$ cat config.mk
export PLATFORM = sky130hd
export DESIGN_NAME = seq_pattern_gen_flat
export DESIGN_NICKNAME = d
export VERILOG_FILES = /design/src/rtl/seq_pattern_gen_if.sv /design/src/rtl/seq_pattern_gen.sv /design/src/flat_wrapper.sv
export SDC_FILE = /design/constraint.sdc
export NUM_CORES = 1
export LEC_CHECK = 0
export CORE_UTILIZATION = 40
export CTS_CLUSTER_DIAMETER = 200
export CTS_CLUSTER_SIZE = 28
export DETAILED_ROUTE_END_ITERATION = 10
export HOLD_SLACK_MARGIN = 0.03
export REMOVE_ABC_BUFFERS = 1
export SYNTH_ARGS = -nofsm -noshare
export SYNTH_HDL_FRONTEND = slang
export SYNTH_SLANG_ARGS = --single-unit
export TNS_END_PERCENT = 1
$ cat constraint.sdc
create_clock -name clk -period 1.9 [get_ports clk]
set_input_delay 0.38 -clock clk [delete_from_list [all_inputs] [get_ports clk]]
set_output_delay 0.38 -clock clk [all_outputs]
set_load 0.01 [all_outputs]
$ cat src/rtl/seq_pattern_gen_if.sv
// -----------------------------------------------------------------------------
// seq_pattern_gen_if
// Load handshake plus serial stream bundle for seq_pattern_gen.
//
// Signals
//   load_valid    requester -> generator  load request present
//   load_ready    generator -> requester  generator idle, can accept a load
//   load_pattern  requester -> generator  pattern, MSB transmitted first
//   load_repeat   requester -> generator  extra repetitions (instances = +1)
//   load_gap      requester -> generator  idle cycles between instances
//   data_out      generator -> consumer   serial bit (0 when not valid)
//   data_valid    generator -> consumer   data_out carries a pattern bit
//   last_bit      generator -> consumer   final (LSB) bit of an instance
//   done          generator -> consumer   one-cycle end-of-job pulse
//   busy          generator -> consumer   job in progress
//
// Modports: master = requester/consumer side, slave = generator.
// -----------------------------------------------------------------------------
interface seq_pattern_gen_if #(
    parameter int PAT_W = 4,
    parameter int REP_W = 4,
    parameter int GAP_W = 4
);
    logic             load_valid;
    logic             load_ready;
    logic [PAT_W-1:0] load_pattern;
    logic [REP_W-1:0] load_repeat;
    logic [GAP_W-1:0] load_gap;
    logic             data_out;
    logic             data_valid;
    logic             last_bit;
    logic             done;
    logic             busy;

    modport master (
        output load_valid,
        output load_pattern,
        output load_repeat,
        output load_gap,
        input  load_ready,
        input  data_out,
        input  data_valid,
        input  last_bit,
        input  done,
        input  busy
    );

    modport slave (
        input  load_valid,
        input  load_pattern,
        input  load_repeat,
        input  load_gap,
        output load_ready,
        output data_out,
        output data_valid,
        output last_bit,
        output done,
        output busy
    );
endinterface

$ cat src/rtl/seq_pattern_gen.sv
// -----------------------------------------------------------------------------
// seq_pattern_gen
// Serial bit-pattern transmitter. A parallel pattern is accepted through a
// valid/ready handshake and shifted out MSB-first one bit per clock, repeated
// load_repeat+1 times with load_gap idle cycles between instances.
//
// Ports
//   clk  in   rising-edge clock
//   rst  in   synchronous reset, active-low (0 = reset)
//   bus  slave modport of seq_pattern_gen_if (load handshake + serial stream)
//
// All outputs are decoded from registered state; no input reaches an output
// combinationally.
// -----------------------------------------------------------------------------
module seq_pattern_gen #(
    parameter int PAT_W = 4,
    parameter int REP_W = 4,
    parameter int GAP_W = 4
) (
    input  logic               clk,
    input  logic               rst,
    seq_pattern_gen_if.slave   bus
);

    localparam int IDX_W = (PAT_W > 1) ? $clog2(PAT_W) : 1;
    localparam logic [IDX_W-1:0] IDX_MAX = IDX_W'(PAT_W - 1);

    typedef enum logic [1:0] {
        S_IDLE  = 2'd0,
        S_SHIFT = 2'd1,
        S_GAP   = 2'd2
    } state_t;

    state_t           state_q, state_d;
    logic [IDX_W-1:0] idx_q,   idx_d;
    logic [PAT_W-1:0] pat_q,   pat_d;
    logic [REP_W-1:0] rep_q,   rep_d;   // instances still to send after the current one
    logic [GAP_W-1:0] gap_q,   gap_d;   // captured gap length
    logic [GAP_W-1:0] gcnt_q,  gcnt_d;  // gap cycles left, including the current one
    logic             done_q,  done_d;

    // State register
    always_ff @(posedge clk) begin
        if (!rst) begin
            state_q <= S_IDLE;
            idx_q   <= '0;
            pat_q   <= '0;
            rep_q   <= '0;
            gap_q   <= '0;
            gcnt_q  <= '0;
            done_q  <= 1'b0;
        end else begin
            state_q <= state_d;
            idx_q   <= idx_d;
            pat_q   <= pat_d;
            rep_q   <= rep_d;
            gap_q   <= gap_d;
            gcnt_q  <= gcnt_d;
            done_q  <= done_d;
        end
    end

    // Next-state logic
    always_comb begin
        state_d = state_q;
        idx_d   = idx_q;
        pat_d   = pat_q;
        rep_d   = rep_q;
        gap_d   = gap_q;
        gcnt_d  = gcnt_q;
        done_d  = 1'b0;

        unique case (state_q)
            S_IDLE: begin
                // load_ready is 1 throughout IDLE, so load_valid alone is the handshake
                if (bus.load_valid) begin
                    pat_d   = bus.load_pattern;
                    rep_d   = bus.load_repeat;
                    gap_d   = bus.load_gap;
                    idx_d   = IDX_MAX;
                    state_d = S_SHIFT;
                end
            end

            S_SHIFT: begin
                if (idx_q == '0) begin
                    if (rep_q == '0) begin
                        // Counter is only decremented when non-zero, so it never wraps
                        state_d = S_IDLE;
                        done_d  = 1'b1;
                    end else begin
                        rep_d = rep_q - 1'b1;
                        idx_d = IDX_MAX;
                        if (gap_q != '0) begin
                            gcnt_d  = gap_q;
                            state_d = S_GAP;
                        end
                    end
                end else begin
                    idx_d = idx_q - 1'b1;
                end
            end

            S_GAP: begin
                gcnt_d = gcnt_q - 1'b1;
                if (gcnt_q == GAP_W'(1)) begin
                    state_d = S_SHIFT;
                end
            end

            default: begin
                state_d = S_IDLE;
            end
        endcase
    end

    // Output decode from registered state
    assign bus.load_ready = (state_q == S_IDLE);
    assign bus.busy       = (state_q != S_IDLE);
    assign bus.data_valid = (state_q == S_SHIFT);
    assign bus.data_out   = (state_q == S_SHIFT) && pat_q[idx_q];
    assign bus.last_bit   = (state_q == S_SHIFT) && (idx_q == '0);
    assign bus.done       = done_q;

endmodule

$ cat src/flat_wrapper.sv
// flat-port wrapper written by rule: the top's interface ports become plain ports
module seq_pattern_gen_flat 
#(
    parameter int PAT_W = 4,
    parameter int REP_W = 4,
    parameter int GAP_W = 4
)
  (clk, rst, bus_load_valid, bus_load_pattern, bus_load_repeat, bus_load_gap, bus_load_ready, bus_data_out, bus_data_valid, bus_last_bit, bus_done, bus_busy);
  seq_pattern_gen_if #(.PAT_W(PAT_W), .REP_W(REP_W), .GAP_W(GAP_W)) bus_i ();
  input  logic clk;
  input  logic rst;
  input wire logic [$bits(bus_i.load_valid)-1:0] bus_load_valid;
  input wire logic [$bits(bus_i.load_pattern)-1:0] bus_load_pattern;
  input wire logic [$bits(bus_i.load_repeat)-1:0] bus_load_repeat;
  input wire logic [$bits(bus_i.load_gap)-1:0] bus_load_gap;
  output wire logic [$bits(bus_i.load_ready)-1:0] bus_load_ready;
  output wire logic [$bits(bus_i.data_out)-1:0] bus_data_out;
  output wire logic [$bits(bus_i.data_valid)-1:0] bus_data_valid;
  output wire logic [$bits(bus_i.last_bit)-1:0] bus_last_bit;
  output wire logic [$bits(bus_i.done)-1:0] bus_done;
  output wire logic [$bits(bus_i.busy)-1:0] bus_busy;
  assign bus_i.load_valid = bus_load_valid;
  assign bus_i.load_pattern = bus_load_pattern;
  assign bus_i.load_repeat = bus_load_repeat;
  assign bus_i.load_gap = bus_load_gap;
  assign bus_load_ready = bus_i.load_ready;
  assign bus_data_out = bus_i.data_out;
  assign bus_data_valid = bus_i.data_valid;
  assign bus_last_bit = bus_i.last_bit;
  assign bus_done = bus_i.done;
  assign bus_busy = bus_i.busy;
  seq_pattern_gen #(.PAT_W(PAT_W), .REP_W(REP_W), .GAP_W(GAP_W)) u_core (.clk(clk), .rst(rst), .bus(bus_i));
endmodule
==> results of run 1 <==
[synthesized netlist by cell type (2+ instances only)]
library cell | n | area share
buf_6 | 2 | 0.018
dfxtp_1 | 21 | 0.34
a21oi_2 | 2 | 0.014
o21ai_0 | 2 | 0.0082
inv_1 | 10 | 0.031
nand2b_1 | 2 | 0.010
mux2i_1 | 12 | 0.099
nor2_1 | 17 | 0.052
nand2_1 | 4 | 0.012
nor3_1 | 2 | 0.0082
nor3b_1 | 2 | 0.012
clkinv_1 | 2 | 0.0062
ha_1 | 4 | 0.041
o31ai_1 | 3 | 0.018
o311ai_0 | 2 | 0.014
buf_2 | 2 | 0.0082
a21oi_1 | 5 | 0.021
nor2b_1 | 2 | 0.010
and2b_1 | 2 | 0.012
and2_1 | 3 | 0.015
a311oi_1 | 3 | 0.022
[how the worst max path moves through the flow]
stage	slack [ns]	endpoint	cells after the start
after global routing	0.006	bus_data_out	3
after floorplan	0.25	u_core.rep_q[3]	4
after detailed placement	0.005	bus_data_out	3
final	0.08	bus_data_out	3
after global placement	0.04	bus_data_out	3
after CTS	0.008	bus_load_ready	3
[where the power goes]
group	switching [uW]	internal, uW
logic	464	476
registers	99.4	548
clock network	133	82.0
total	697	1110
[area by class of cell]
cell class	instances	area, um^2	share of cell area
clock buffer	4	26.3	0.0175
inverter	12	45.0	0.0299
multi-input combinational	91	711	0.472
sequential	21	429	0.285
tap	31	38.8	0.0258
timing repair buffer	28	255	0.170
[registers in the layout (all words and copies together) (netlist names)]
signal / count
u_core.gap_q: 4
u_core.idx_q: 2
u_core.rep_q: 4
u_core.bus.done: 1
u_core.pat_q: 4
u_core.gcnt_q: 4
u_core.state_q: 2
[worst min-delay path, stage by stage, from the launching register on]
cell and delay, ns:
dfxtp_1 0.34, nand2_1 0.06, mux2i_1 0.06
[routing by layer]
layer  share of wire  GRT usage
met2            0.43      0.261
met4           0.012     0.0523
met1            0.51      0.233
met3           0.047     0.0408
met5               0          0
[kinds of logic after synthesis]
kind of cell / count (synthesis)
compound gates: 30
flops: 21
simple gates: 43
buf+inv: 19
xor+xnor: 1
mux: 13
fa+ha+maj: 4
[through the flow]
step / utilization / hold WS (ns) / instances / area, um^2 / power [uW]
after floorplan: - / 0.452 / 124 / 1170 / 1300
after global placement: 0.520 / 0.468 / 183 / 1470 / 1580
after detailed placement: 0.520 / 0.475 / 183 / 1470 / 1600
after CTS: 0.528 / 0.492 / 187 / 1490 / 1810
after global routing: 0.532 / 0.513 / 187 / 1510 / 1960
final: 0.532 / 0.485 / 187 / 1510 / 1800
[repair_timing]
item | 4_1_cts | 5_1_grt
endpoints found under the setup margin | 4 | 3
gates resized for setup | 9 | 5
hold buffers | 0 | 0
setup buffers | 0 | 0
pin swaps | 0 | 1
==> metrics.cfg, run 1 <==
[placed_design]
preCtsSetupSlack_ns=0.00464
io_buffers=20
gp_congestion=0.850
dp_hpwl_mm=1.88

[floorplanning]
std_cell_rows=19
initial_utilization=0.431
core_um2=2830
die_h_um=57.2
die_w_um=57.2
die_area_um2=3270
io_pins=21

[yosys]
synth_compound_area_frac=0.211
syn_inst=131
yosysWarnings=0
ys_ff_latch=21
synth_fa_ha_area_frac=0.0411
muxShareOfSynthArea=0.117
yosys.area_share.simple=0.202
synth-main-ff-cell=dfxtp_1
syn_area_um2=1220
synth.avg_cell_area_um2=9.30
synthArstFlopShare=0
synth.distinct_cells=48
ys_seq_area_frac=0.345
synth_top_family_by_area=compound AO/OA/AOI/OAI gates
synth_edf_count=0
yosys.area_share.xor_xnor=0.00719

[global_route]
grt-ovfl-total=0
grt_antenna_before_repair=0
track_usage=0.169
grt_max_degree=13
grt_pass1_wl_mm=4.32
grt_pass1_vias=938

[critical_path]
crit_chain=mux4_2 -> and2_4 -> buf_2
max_stage_delay_ns=0.49
r2r_cells=6
crit_family=multiplexers
cp_max_fo=4
r2r-start=u_core.rep_q[0]
crit_required_ns=1.52
crit_start=u_core.idx_q[0]
r2r_end=u_core.gcnt_q[2]
critical_path_class=flop to primary output
worstSetupStartpointType=flop
endpoint_kind=primary output
crit_buf_inv=1
slowest_stage=mux4_2
r2r_slack_ns=0.17
arrival_ns=1.44

[timing]
slew_headroom=0.702
max_freq_mhz=549
timing.final.ws_setup_ns=0.0784
slew_violations=0
finalHoldViolCount=0
finalSetupViolations=0
worstMarginPinSlew_ns=0.446
fin_skew_ns=0.00346
rsz0062_at_grt=no
post-route-min-period_ns=1.82
final.period_utilization=0.959
tns_ns=0

[power_and_ir_drop]
powerDensity_nw_per_um2=1200
p_leak_uw=0.000600
irDropWorstVdd_uv=568

[cells_and_area]
diodes=0
nFillCells=280
final_cell_mix=18 x dfxtp_1, 17 x nor2_1, 16 x clkdlybuf4s50_1, 12 x mux2i_1, 10 x inv_1
nNetsFinal=176
syn_to_final_growth_pct=23.5
layout_commonest_cell=dfxtp_1
drive_gt1_frac=0.199

[clock_tree]
clk_latency_ns=0.31
path_clk_slew_ns=0.11
cts-root-buf=clkbuf_4
cts_buffers=3
clock_path_buffers=2
cts_tree=built
cts_sinks=21
h-tree-depth=1

[status]
status=finished, violations left
violations=DRC

[routing]
drcViolationCount=2
antenna_left=0
drt-total-wl_mm=2.49
via_per_inst=5.34
num_vias=998
firstDrtPassIters=9
drtIter0Drc=46
wire_per_inst_um=13.3

[worst_hold_path]
hold_path.startpoint=u_core.gcnt_q[1]
hold_end=u_core.gcnt_q[1]
hold_class=flop to flop
holdPathStages=2

[job]
maxCapViolations=0

Power figures use the tool's default switching activity.
==> run 2, diff against run 1 <==
Settings changed: CORE_UTILIZATION 40 to 51, PLACE_DENSITY set to 0.77.
==> metrics.cfg, run 2 (synthesis gave the netlist of run 1 again) <==
[power_and_ir_drop]
p_leak_uw=0.000606
irDropWorstVdd_uv=668
powerDensity_nw_per_um2=1230
p_total_uw=1850

[clock_tree]
cts_buffers=3
clk_latency_ns=0.31
h-tree-depth=1
cts_tree=built
cts-root-buf=clkbuf_4
cts_sinks=21
path_clk_slew_ns=0.12
clock_path_buffers=2

[critical_path]
worstSetupStartpointType=flop
crit_family=buffers and inverters
arrival_ns=1.47
critical_path_depth=6
endpoint_kind=primary output
crit_chain=buf_4 -> inv_1 -> ha_2 -> nand3b_4 -> clkinv_1 -> clkdlybuf4s15_1
r2r_end=u_core.idx_q[1]
r2r_cells=6
crit_buf_inv=4
max_stage_delay_ns=0.35
cp_max_fo=4
r2r-start=u_core.rep_q[0]
critical_path_class=flop to primary output
r2r_slack_ns=0.15
crit_required_ns=1.52
slowest_stage=dfxtp_2

[timing]
max_freq_mhz=541
fin_skew_ns=0.00376
post-route-min-period_ns=1.85
slew_headroom=0.760
rsz0062_at_grt=no
final.period_utilization=0.973
worstMarginPinSlew_ns=0.357
finalSetupViolations=0
slew_violations=0
tns_ns=0
finalHoldViolCount=0

[cells_and_area]
nFillCells=192
nNetsFinal=178
regArea_um2=423
multiInputGateArea_um2=713
drive_gt1_frac=0.209
syn_to_final_growth_pct=24.0
layout_commonest_cell=dfxtp_1
diodes=0
fin_cells=186
final_cell_mix=19 x dfxtp_1, 17 x nor2_1, 16 x clkdlybuf4s50_1, 12 x mux2i_1

[floorplanning]
die_h_um=50.9
die_area_um2=2590
io_pins=21
die_w_um=50.9
std_cell_rows=17
initial_utilization=0.546
core_um2=2230

[global_route]
grt_pass1_vias=979
grt-busiest-layer=met2
grt_use_met3=0.0387
track_usage=0.225
grt_use_met1=0.275
grt_antenna_before_repair=0
grt-ovfl-total=0
grt_pass1_wl_mm=4.33
grt_max_degree=16
grtUsageMet2=0.391

[routing]
via_per_inst=5.55
antenna_left=0
drcViolationCount=0
drt-total-wl_mm=2.56
drtIter0Drc=13
wire_per_inst_um=13.7
num_vias=1033
firstDrtPassIters=4

[placed_design]
dp_hpwl_mm=1.96
gp_congestion=0.730
io_buffers=20
dp_cells=182

[job]
maxCapViolations=0

[worst_hold_path]
hold_end=u_core.gcnt_q[1]
holdPathStages=2
hold_class=flop to flop
hold_path.startpoint=u_core.gcnt_q[1]

[status]
status=finished, final reports clean

[run 2: worst min-delay path, delay by kind of cell, from the launching register on]
| family | cells | cell delay, ns |
|---|---|---|
| DFF | 1 | 0.35 |
| and+or+nand+nor | 1 | 0.06 |
| muxes | 1 | 0.06 |
[run 2: power breakdown]
group          switching, uW  total (uW)  internal, uW
registers               99.4         641           541
logic                    487         989           502
clock network            143         222          78.7
[run 2: worst max path at each step]
stage / start / slack [ns] / to
detailed placement: u_core.idx_q[0] / 0.07 / bus_data_out
global placement: u_core.idx_q[0] / 0.08 / bus_data_out
floorplan: u_core.state_q[0] / 0.25 / u_core.rep_q[3]
finish: u_core.idx_q[0] / 0.05 / bus_last_bit
CTS: u_core.idx_q[0] / 0.007 / bus_last_bit
global route: u_core.idx_q[0] / 0.0007 / bus_last_bit
[run 2: routing by layer]
metal / vias to the layer above / share of wire
met2: 21 / 0.50
met3: 4 / 0.032
met1: 487 / 0.46
met5: - / 0
li1: 521 / -
met4: 0 / 0.012
[run 2: per-stage QoR]
step	area (um^2)	setup WS (ns)	util	hold slack, ns
after floorplan	1170	0.248	-	0.452
after global placement	1480	0.0757	0.663	0.472
after detailed placement	1480	0.0737	0.663	0.485
after CTS	1510	0.00651	0.674	0.502
after global routing	1510	0.000709	0.677	0.529
final	1510	0.0520	0.677	0.498
[run 2: layout make-up]
class                           instances  share of cell area
Clock buffer                            3              0.0149
Clock inverter                          1             0.00331
Inverter                               12              0.0298
Multi-Input combinational cell         91               0.472
Sequential cell                        21               0.280
Tap cell                               28              0.0232
Timing Repair Buffer                   30               0.177
[run 2: timing repair]
action,4_1_cts,5_1_grt
resized for setup,10,2
hold buffers,0,0
setup endpoints to repair,4,3
buffers inserted,0,0
==> run 3, diff against run 2 <==
==> constraint.sdc (replaced) <==
create_clock -name clk -period 1.9 [get_ports clk]
set_input_delay 0.19 -clock clk [delete_from_list [all_inputs] [get_ports clk]]
set_output_delay 0.19 -clock clk [all_outputs]
set_load 0.01 [all_outputs]
==> metrics.cfg, run 3 (synthesis gave the netlist of run 1 again) <==
[worst_hold_path]
hold_path.startpoint=u_core.gcnt_q[1]
holdPathStages=2
hold_end=u_core.gcnt_q[1]
hold_class=flop to flop

[cells_and_area]
final_cell_mix=19 x clkdlybuf4s50_1, 19 x dfxtp_1, 17 x nor2_1, 12 x mux2i_1, 10 x inv_1
final_area_um2=1490
nNetsFinal=173
syn_to_final_growth_pct=22.2
diodes=0
drive_gt1_frac=0.163

[critical_path]
r2r-start=u_core.rep_q[0]
critical_path_class=flop to primary output
cp_max_fo=5
r2r_cells=6
crit_start=u_core.idx_q[0]
crit_family=buffers and inverters
crit_required_ns=1.71
max_stage_delay_ns=0.53
slowest_stage=clkdlybuf4s50_1
r2r_end=u_core.gcnt_q[0]
r2r_slack_ns=0.17
crit_chain=inv_1 -> ha_4 -> nand3b_4 -> clkinv_1 -> clkdlybuf4s50_1
crit_buf_inv=3
worstSetupStartpointType=flop
arrival_ns=1.67
endpoint_kind=primary output

[clock_tree]
cts-root-buf=clkbuf_4
h-tree-depth=1
cts_buffers=3
clock_path_buffers=2
path_clk_slew_ns=0.11
clk_latency_ns=0.30
cts_sinks=21
post_cts.repair.setup_buffers=0
cts_tree=built

[routing]
drcViolationCount=0
via_per_inst=5.61
num_vias=1015
drt-total-wl_mm=2.44
antenna_left=0
firstDrtPassIters=4
drtIter0Drc=15
wire_per_inst_um=13.5

[floorplanning]
std_cell_rows=17
io_pins=21
die_w_um=50.9
initial_utilization=0.546
die_area_um2=2590
die_h_um=50.9
core_um2=2230

[timing]
post-route-min-period_ns=1.86
worstMarginPinSlew_ns=0.493
finalSetupViolations=0
final.period_utilization=0.980
max_freq_mhz=537
rsz0062_at_grt=yes
slew_violations=0
slew_headroom=0.671
timing.final.ws_setup_ns=0.0372
fin_skew_ns=0.00234
finalHoldViolCount=0

[job]
maxCapViolations=0

[global_route]
grt-ovfl-total=0
track_usage=0.229
grt_antenna_before_repair=0
grt_pass1_vias=995
grt_pass1_wl_mm=4.40
grt_max_degree=16

[placed_design]
gp_congestion=0.730
dp_hpwl_mm=1.93
io_buffers=20
preCtsSetupSlack_ns=0.197
place_area_um2=1440

[power_and_ir_drop]
irDropWorstVdd_uv=787
p_leak_uw=0.000578
powerDensity_nw_per_um2=1220

[status]
status=finished, final reports clean

-- run 3: changes by cell type in the layout (fill, tap and decap cells not counted) --
cell | before | now
ha_2 | 1 | 0
clkdlybuf4s50_1 | 16 | 19
clkbuf_1 | 0 | 1
nor3b_2 | 1 | 0
clkinv_2 | 1 | 0
dlygate4sd2_1 | 2 | 1
nor3b_1 | 1 | 2
clkdlybuf4s15_1 | 1 | 0
nor2b_4 | 0 | 1
ha_4 | 0 | 1
buf_2 | 1 | 0
buf_4 | 10 | 5
nor2b_2 | 1 | 0
-- run 3: worst max path at each step --
stage / endpoint / cells past startpoint
final: bus_last_bit / 5
after global routing: bus_last_bit / 5
after CTS: bus_last_bit / 3
after detailed placement: u_core.gcnt_q[0] / 6
after global placement: bus_data_out / 3
after floorplan: u_core.rep_q[3] / 4
-- run 3: power breakdown --
part | total, uW | switching, uW | internal, uW
logic | 971 | 480 | 492
registers | 637 | 96.0 | 541
clock network | 213 | 131 | 81.9
-- run 3: routing by layer --
layer	global-route usage	wire [um]
met3	0.0268	96
met4	0.0833	29
met2	0.418	1240
met1	0.273	1070
met5	0	0
-- run 3: final cells by class --
cell class | count | area [um^2]
inverters | 12 | 45.0
flip-flops and latches | 21 | 423
repair buffers | 25 | 236
fillers | 189 | 744
clock buffers | 4 | 26.3
well taps | 28 | 35.0
multi-input cells | 91 | 723
-- run 3: worst min-delay path, stage by stage (launching register included) --
cell and delay, ns:
dfxtp_1 0.34, nand2_1 0.06, mux2i_1 0.06
-- run 3: metrics by stage --
step | hold slack, ns | total power [uW] | instances | util | TNS [ns]
2_1_floorplan | 0.321 | 1300 | 124 | - | 0
3_3_place_gp | 0.464 | 1550 | 177 | 0.646 | 0
3_5_place_dp | 0.477 | 1590 | 177 | 0.646 | 0
4_1_cts | 0.491 | 1830 | 181 | 0.666 | 0
5_1_grt | 0.501 | 1970 | 181 | 0.667 | -0.0245
6_report | 0.487 | 1820 | 181 | 0.667 | 0
-- run 3: what timing repair did --
| action | 4_1_cts | 5_1_grt |
|---|---|---|
| gates resized for setup | 5 | 1 |
| hold buffers | 0 | 0 |
| setup endpoints to repair | 3 | 2 |
